File: src/rtl/mem_store_fmt_pkg.sv
// mem_store_fmt_pkg
// Definitions shared by the store formatter and its lane-align helper.
//   XLEN    : register / memory data width (64 only)
//   STRB_W  : byte-strobe width of one memory beat
//   unit_e  : access-unit encoding, identical to the load path (B/HW/W/DW = 0/1/2/3)
//   state_e : store formatter sequencing states
package mem_store_fmt_pkg;

    localparam int XLEN   = 64;
    localparam int STRB_W = XLEN / 8;

    typedef enum logic [1:0] {
        UNIT_B  = 2'd0,
        UNIT_HW = 2'd1,
        UNIT_W  = 2'd2,
        UNIT_DW = 2'd3
    } unit_e;

    typedef enum logic [1:0] {
        ST_IDLE  = 2'd0,
        ST_BEAT0 = 2'd1,
        ST_BEAT1 = 2'd2,
        ST_DONE  = 2'd3
    } state_e;

endpackage

File: src/rtl/mem_store_fmt_lane_align.sv
// store_lane_align
// Purely combinational byte-lane placement of one store.  The store is
// viewed against a 16-byte window starting at the 8-byte-aligned base, so
// the low half belongs to the first memory beat and the high half to the
// second one (only used when the store spills past the 8-byte boundary).
//   off    : addr[2:0], byte offset inside the first beat
//   unit   : access unit (B/HW/W/DW)
//   data   : LSB-justified store data, bytes above the access size ignored
//   strb16 : byte enables over the 16-byte window
//   wd128  : lane-shifted data over the 16-byte window
//   split  : store touches the second beat
module store_lane_align
    import mem_store_fmt_pkg::*;
(
    input  logic [2:0]          off,
    input  unit_e               unit,
    input  logic [XLEN-1:0]     data,
    output logic [2*STRB_W-1:0] strb16,
    output logic [2*XLEN-1:0]   wd128,
    output logic                split
);

    logic [XLEN-1:0]     data_trunc;
    logic [2*STRB_W-1:0] size_mask;

    // Truncate the data to the access size and build the unshifted strobe
    // mask, then slide both up by the byte offset inside the window.
    always_comb begin
        data_trunc = '0;
        size_mask  = '0;
        case (unit)
            UNIT_B: begin
                data_trunc = {56'd0, data[7:0]};
                size_mask  = 16'h0001;
            end
            UNIT_HW: begin
                data_trunc = {48'd0, data[15:0]};
                size_mask  = 16'h0003;
            end
            UNIT_W: begin
                data_trunc = {32'd0, data[31:0]};
                size_mask  = 16'h000F;
            end
            default: begin
                data_trunc = data;
                size_mask  = 16'h00FF;
            end
        endcase
        strb16 = size_mask << off;
        wd128  = {{XLEN{1'b0}}, data_trunc} << {off, 3'b000};
        split  = |strb16[2*STRB_W-1:STRB_W];
    end

endmodule

File: src/rtl/mem_store_fmt.sv
// mem_store_fmt
// Store-path formatter between MEM-stage store issue and the data-memory
// write port.  A captured store is turned into one or two 8-byte-aligned
// write beats with byte strobes; a store spilling past an 8-byte boundary
// takes two beats.  A single-cycle done pulse follows the last beat.
//   clk, rst_n  : clock, asynchronous active-low reset
//   req_valid   : store request valid
//   req_ready   : request accepted this cycle (only while idle)
//   req_addr    : byte address of the store
//   req_data    : LSB-justified store data
//   req_unit    : access unit (B/HW/W/DW = 0/1/2/3)
//   mem_wvalid  : write beat valid
//   mem_wready  : memory accepts the beat
//   mem_waddr   : 8-byte-aligned beat address
//   mem_wdata   : lane-shifted beat data
//   mem_wstrb   : byte enables, bit i = lane i
//   done        : one-cycle pulse after the final beat is accepted
//   split       : current store needs two beats (meaningful while mem_wvalid)
module mem_store_fmt
    import mem_store_fmt_pkg::*;
(
    input  logic              clk,
    input  logic              rst_n,
    input  logic              req_valid,
    output logic              req_ready,
    input  logic [XLEN-1:0]   req_addr,
    input  logic [XLEN-1:0]   req_data,
    input  logic [1:0]        req_unit,
    output logic              mem_wvalid,
    input  logic              mem_wready,
    output logic [XLEN-1:0]   mem_waddr,
    output logic [XLEN-1:0]   mem_wdata,
    output logic [STRB_W-1:0] mem_wstrb,
    output logic              done,
    output logic              split
);

    state_e state_q, state_d;

    logic [XLEN-1:0] addr_q;
    logic [XLEN-1:0] data_q;
    unit_e           unit_q;

    logic [2*STRB_W-1:0] strb16;
    logic [2*XLEN-1:0]   wd128;
    logic                split_c;
    logic [XLEN-1:0]     base_addr;

    assign base_addr = {addr_q[XLEN-1:3], 3'b000};

    store_lane_align u_lane_align (
        .off    (addr_q[2:0]),
        .unit   (unit_q),
        .data   (data_q),
        .strb16 (strb16),
        .wd128  (wd128),
        .split  (split_c)
    );

    // State register; reset abandons any beat in flight.
    always_ff @(posedge clk or negedge rst_n) begin
        if (!rst_n) begin
            state_q <= ST_IDLE;
        end else begin
            state_q <= state_d;
        end
    end

    // Request capture: only in IDLE, so the payload stays frozen for the
    // whole lifetime of the store, including backpressured beats.
    always_ff @(posedge clk or negedge rst_n) begin
        if (!rst_n) begin
            addr_q <= '0;
            data_q <= '0;
            unit_q <= UNIT_B;
        end else if (req_valid && (state_q == ST_IDLE)) begin
            addr_q <= req_addr;
            data_q <= req_data;
            unit_q <= unit_e'(req_unit);
        end
    end

    // Next-state sequencing.  mem_wready only matters in the beat states.
    always_comb begin
        state_d = state_q;
        case (state_q)
            ST_IDLE:  if (req_valid)  state_d = ST_BEAT0;
            ST_BEAT0: if (mem_wready) state_d = split_c ? ST_BEAT1 : ST_DONE;
            ST_BEAT1: if (mem_wready) state_d = ST_DONE;
            default:  state_d = ST_IDLE;
        endcase
    end

    // Outputs decode from the state register and captured request only.
    // The payload is forced to zero outside the beat states so idle and
    // reset present a quiet bus.
    always_comb begin
        req_ready  = 1'b0;
        mem_wvalid = 1'b0;
        mem_waddr  = '0;
        mem_wdata  = '0;
        mem_wstrb  = '0;
        done       = 1'b0;
        split      = 1'b0;
        case (state_q)
            ST_IDLE: begin
                req_ready = 1'b1;
            end
            ST_BEAT0: begin
                mem_wvalid = 1'b1;
                mem_waddr  = base_addr;
                mem_wdata  = wd128[XLEN-1:0];
                mem_wstrb  = strb16[STRB_W-1:0];
                split      = split_c;
            end
            ST_BEAT1: begin
                mem_wvalid = 1'b1;
                mem_waddr  = base_addr + 64'd8;
                mem_wdata  = wd128[2*XLEN-1:XLEN];
                mem_wstrb  = strb16[2*STRB_W-1:STRB_W];
                split      = split_c;
            end
            default: begin
                done = 1'b1;
            end
        endcase
    end

endmodule
File: config.mk
export PLATFORM = sky130hd
export DESIGN_NAME = mem_store_fmt
export DESIGN_NICKNAME = d
export VERILOG_FILES = /design/src/rtl/mem_store_fmt_pkg.sv /design/src/rtl/mem_store_fmt_lane_align.sv /design/src/rtl/mem_store_fmt.sv
export SDC_FILE = /design/constraint.sdc
export NUM_CORES = 1
export LEC_CHECK = 0
export CAP_MARGIN = 40
export CORE_MARGIN = 10
export CORE_UTILIZATION = 50
export DETAILED_ROUTE_END_ITERATION = 10
export HOLD_SLACK_MARGIN = 0.15
export PLACE_DENSITY_LB_ADDON = 0.2
export SYNTH_ARGS = -nofsm -noshare
export SYNTH_HDL_FRONTEND = slang
export SYNTH_SLANG_ARGS = --single-unit
File: constraint.sdc
create_clock -name clk -period 2.8 [get_ports clk]
set_input_delay 0.42 -clock clk [delete_from_list [all_inputs] [get_ports clk]]
set_output_delay 0.42 -clock clk [all_outputs]
set_load 0.03 [all_outputs]
==> results.md <==
- Status: complete, but fails checks
- Violated checks: negative setup slack
- PwrDens: 1350 nW/um^2
- H-tree depth: 4
- Maxcap violations: 0
- Synth unique cells: 65
- CP Capture Point: mem_wdata[35]
- Final Wtd Congestion: 1.03
- Async set or reset register ratio after synthesis: 100%
- Flop-to-flop setup slack: 910 ps
- Reg clk slew, reported paths: 70 ps
- Clock Tree Root: clkbuf_16
- Syn-to-layout area delta: 64.4%
- Post-route minimum period: 3080 ps
- Setup WS pre-CTS: 57.8 ps
- R2R Path End: state_q[1]$_DFFE_PN0P_
- Share of layout cells above drive strength 1: 50.1%
- Hold Crit Class: primary input to async pin
- Seq/Total Area, Yosys: 32.8%
- Final setup violation count: 44
- Reg-to-reg startpoint: state_q[0]$_DFFE_PN0P_
- Worst path arrival time: 2660 ps
- Syn avg cell area: 8.88 sq um
- Drt pass-1 iters: 6
- CTS tree: done
- Final cell utilization of the core: 84.3%
- Final nets: 1642
- Num CTS Buffers: 17
- # IOs: 274
- Clk sinks: 132
- Core area: 19700 sq um
- First-pass GRT wire length: 63500 um
- WL/cell: 26.0 um
- Total gr overflow: 0
- Most common cell after layout, fill and taps aside: buf_4
- Internal power: 11.2 mW
- YS warnings: 0
- Leakage: 6.69 nW
- Inserted Diodes: 0
- Worst vdd ir: 791 uV
- Final worst-path cycle share: 110%
- Rel. slew slack: 58.1%
- Logic gate share of total power: 70.4%
- Multi-input gate area: 7600 sq um
- Via count: 11800
- Largest net degree at the start of global routing: 49
- DRC viols: 0
- Kind of critical path: flop to primary output
- Worst path slowest cell: dfrtp_2
- Initial DRC count: 1484
- Initial antenna violation count: 0
- Crit path largest cell delay: 500 ps
- Port buffer count: 270
- Die X: 162 um
- Net Sw Frac: 49.7%
- Sw power: 11.1 mW
- Placed inst area: 13800 sq um
- Clk_lat worst skew: 460 ps
- Pins over their slew limit: 0
- Register area: 3320 sq um
- Drt via density: 6.65
- Post-synth EDFFs: 0
- Critical Path RT: 2380 ps
- Hold Fails Final Rpt: 0
- Yosys top cell area share: 32.8%
- Fill cell count: 1122
- Mapped cell area: 10100 sq um
- Row Count: 51
- Fmax: 0.325 GHz
- Critical path fanouts, max: 7
- Final ANT Viol Nets: 0
- Worst reg-to-reg path cell count: 6
- Die Span Y: 162 um
- Total Neg Setup Slack: -3070 ps
- Area leader, netlist: dfrtp_1
- Maximum root-to-sink buffer count: 2
- Ranking of synthesized cells by area: dfrtp_1 33%, mux2_2 20%, nand2_1 4.6%, o21ai_0 4.2%, clkbuf_1 2.8%
- Worst slew pin tran: 628 ps
- Tot Pwr: 22.4 mW
- Clock power frac: 10.1%
- Drt total wl: 46400 um
- Post-Route Skew: 18.1 ps
- DP HPWL: 31100 um
- Ys flop type: dfrtp_1
- Die area: 26200 sq um
- Gr usage total: 30.4%
- Critical path origin: addr_q[0]$_DFFE_PN0P_
- Worst Setup Start Kind: flop
- Most frequent cells in the layout: 206 x buf_4, 158 x mux2_2, 135 x clkdlybuf4s50_1
- Sequential Power Share: 19.5%
- Unrepaired setup endpoints after global routing: true
- Vias in the first global route: 10800
- Post-Synthesis Cells: 1135
- Crit-path cells: buf_6 -> buf_12 -> buf_6 -> mux2_4 -> a22oi_2 -> nor3_1 -> a221oi_2 -> nor2b_2 -> buf_12
- Final Worst Setup Slack: -280 ps
- Seq cells post-synth: 132
- Crit end category: primary output
- Initial core utilization: 51.3%
- Fin area: 16600 sq um
## worst max-delay path, delay by kind of cell (launching register included)
kind                   cells  cell delay (ps)
AOI/OAI and AO/OA          2              630
buffers and inverters      4              540
and+or+nand+nor            2              210
muxes                      1              320
DFF                        1              500
## registers in the layout, indices dropped and copies added (netlist names)
register	cells
state_q	2
data_q	64
addr_q	64
unit_q	2
## cell usage after synthesis (all sizes together), types with 2 or more instances
cell type / n
o21a: 26
dfrtp: 132
o31ai: 3
a21o: 2
nand4: 28
and4: 3
and2: 18
o21ai: 84
mux2i: 10
a21oi: 21
a2bb2oi: 7
nand3: 42
a22oi: 20
nor2b: 27
a211oi: 7
o211ai: 15
a21boi: 9
o31a: 5
o41ai: 3
nor4: 10
or4: 9
a32oi: 9
a221oi: 8
nor3: 29
mux2: 177
buf: 27
or3: 7
a222oi: 8
and3b: 8
o311ai: 9
a22o: 2
clkbuf: 77
inv: 17
a31oi: 24
nor2: 52
or2: 2
nand2: 123
o22ai: 28
a41oi: 6
o2bb2ai: 8
ha: 5
a31o: 4
and3: 14
## power groups by stage
stage,clock network [mW],registers (mW),logic (mW)
2_1_floorplan,0,3.69,7.87
3_3_place_gp,0,4.22,12.0
3_5_place_dp,0,4.25,12.1
4_1_cts,2.25,4.21,13.0
5_1_grt,2.33,4.47,16.4
6_report,2.25,4.37,15.7
## worst min-delay path by stage
stage	end	slack, ps
6_report	addr_q[20]$_DFFE_PN0P_	530
4_1_cts	addr_q[20]$_DFFE_PN0P_	550
2_1_floorplan	addr_q[0]$_DFFE_PN0P_	120
3_5_place_dp	addr_q[20]$_DFFE_PN0P_	470
3_3_place_gp	addr_q[20]$_DFFE_PN0P_	460
5_1_grt	addr_q[20]$_DFFE_PN0P_	560
## layout make-up
type / instances / area share, %
multi-input cells: 883 / 45.9
repair buffers: 451 / 28.2
flip-flops and latches: 132 / 20.1
clock buffers: 17 / 2.57
well taps: 265 / 2.00
clock inverters: 15 / 0.823
inverters: 18 / 0.408
## per-layer routing
layer / up-vias / GRT usage [%] / routed length [um]
li1: 5007 / - / -
met1: 5714 / 35.5 / 16400
met2: 898 / 51.2 / 22600
met3: 221 / 7.63 / 4730
met4: 0 / 14.5 / 2710
met5: - / 0 / 0
## what timing repair did
item	CTS	global route
hold buffers	1	0
pin swaps	13	68
resized for setup	110	255
cloned	2	6
setup buffers	30	46
hold endpoints to repair	40	0
setup endpoints to repair	125	119
## per-stage QoR
| stage | cells | hold WS, ps |
|---|---|---|
| after floorplan | 1137 | 124 |
| after global placement | 1665 | 460 |
| after detailed placement | 1665 | 472 |
| after CTS | 1730 | 551 |
| after global routing | 1781 | 556 |
| final | 1781 | 526 |
## cell families after synthesis
logic type / after synthesis / synth area share (%)
AOI/OAI and AO/OA: 312 / 21.0
adders and majority gates: 6 / 0.720
buffers and inverters: 122 / 4.98
DFF: 132 / 32.8
muxes: 187 / 20.8
other: 1 / 0.0372
and+or+nand+nor: 375 / 19.7
Power figures use the tool's default switching activity.
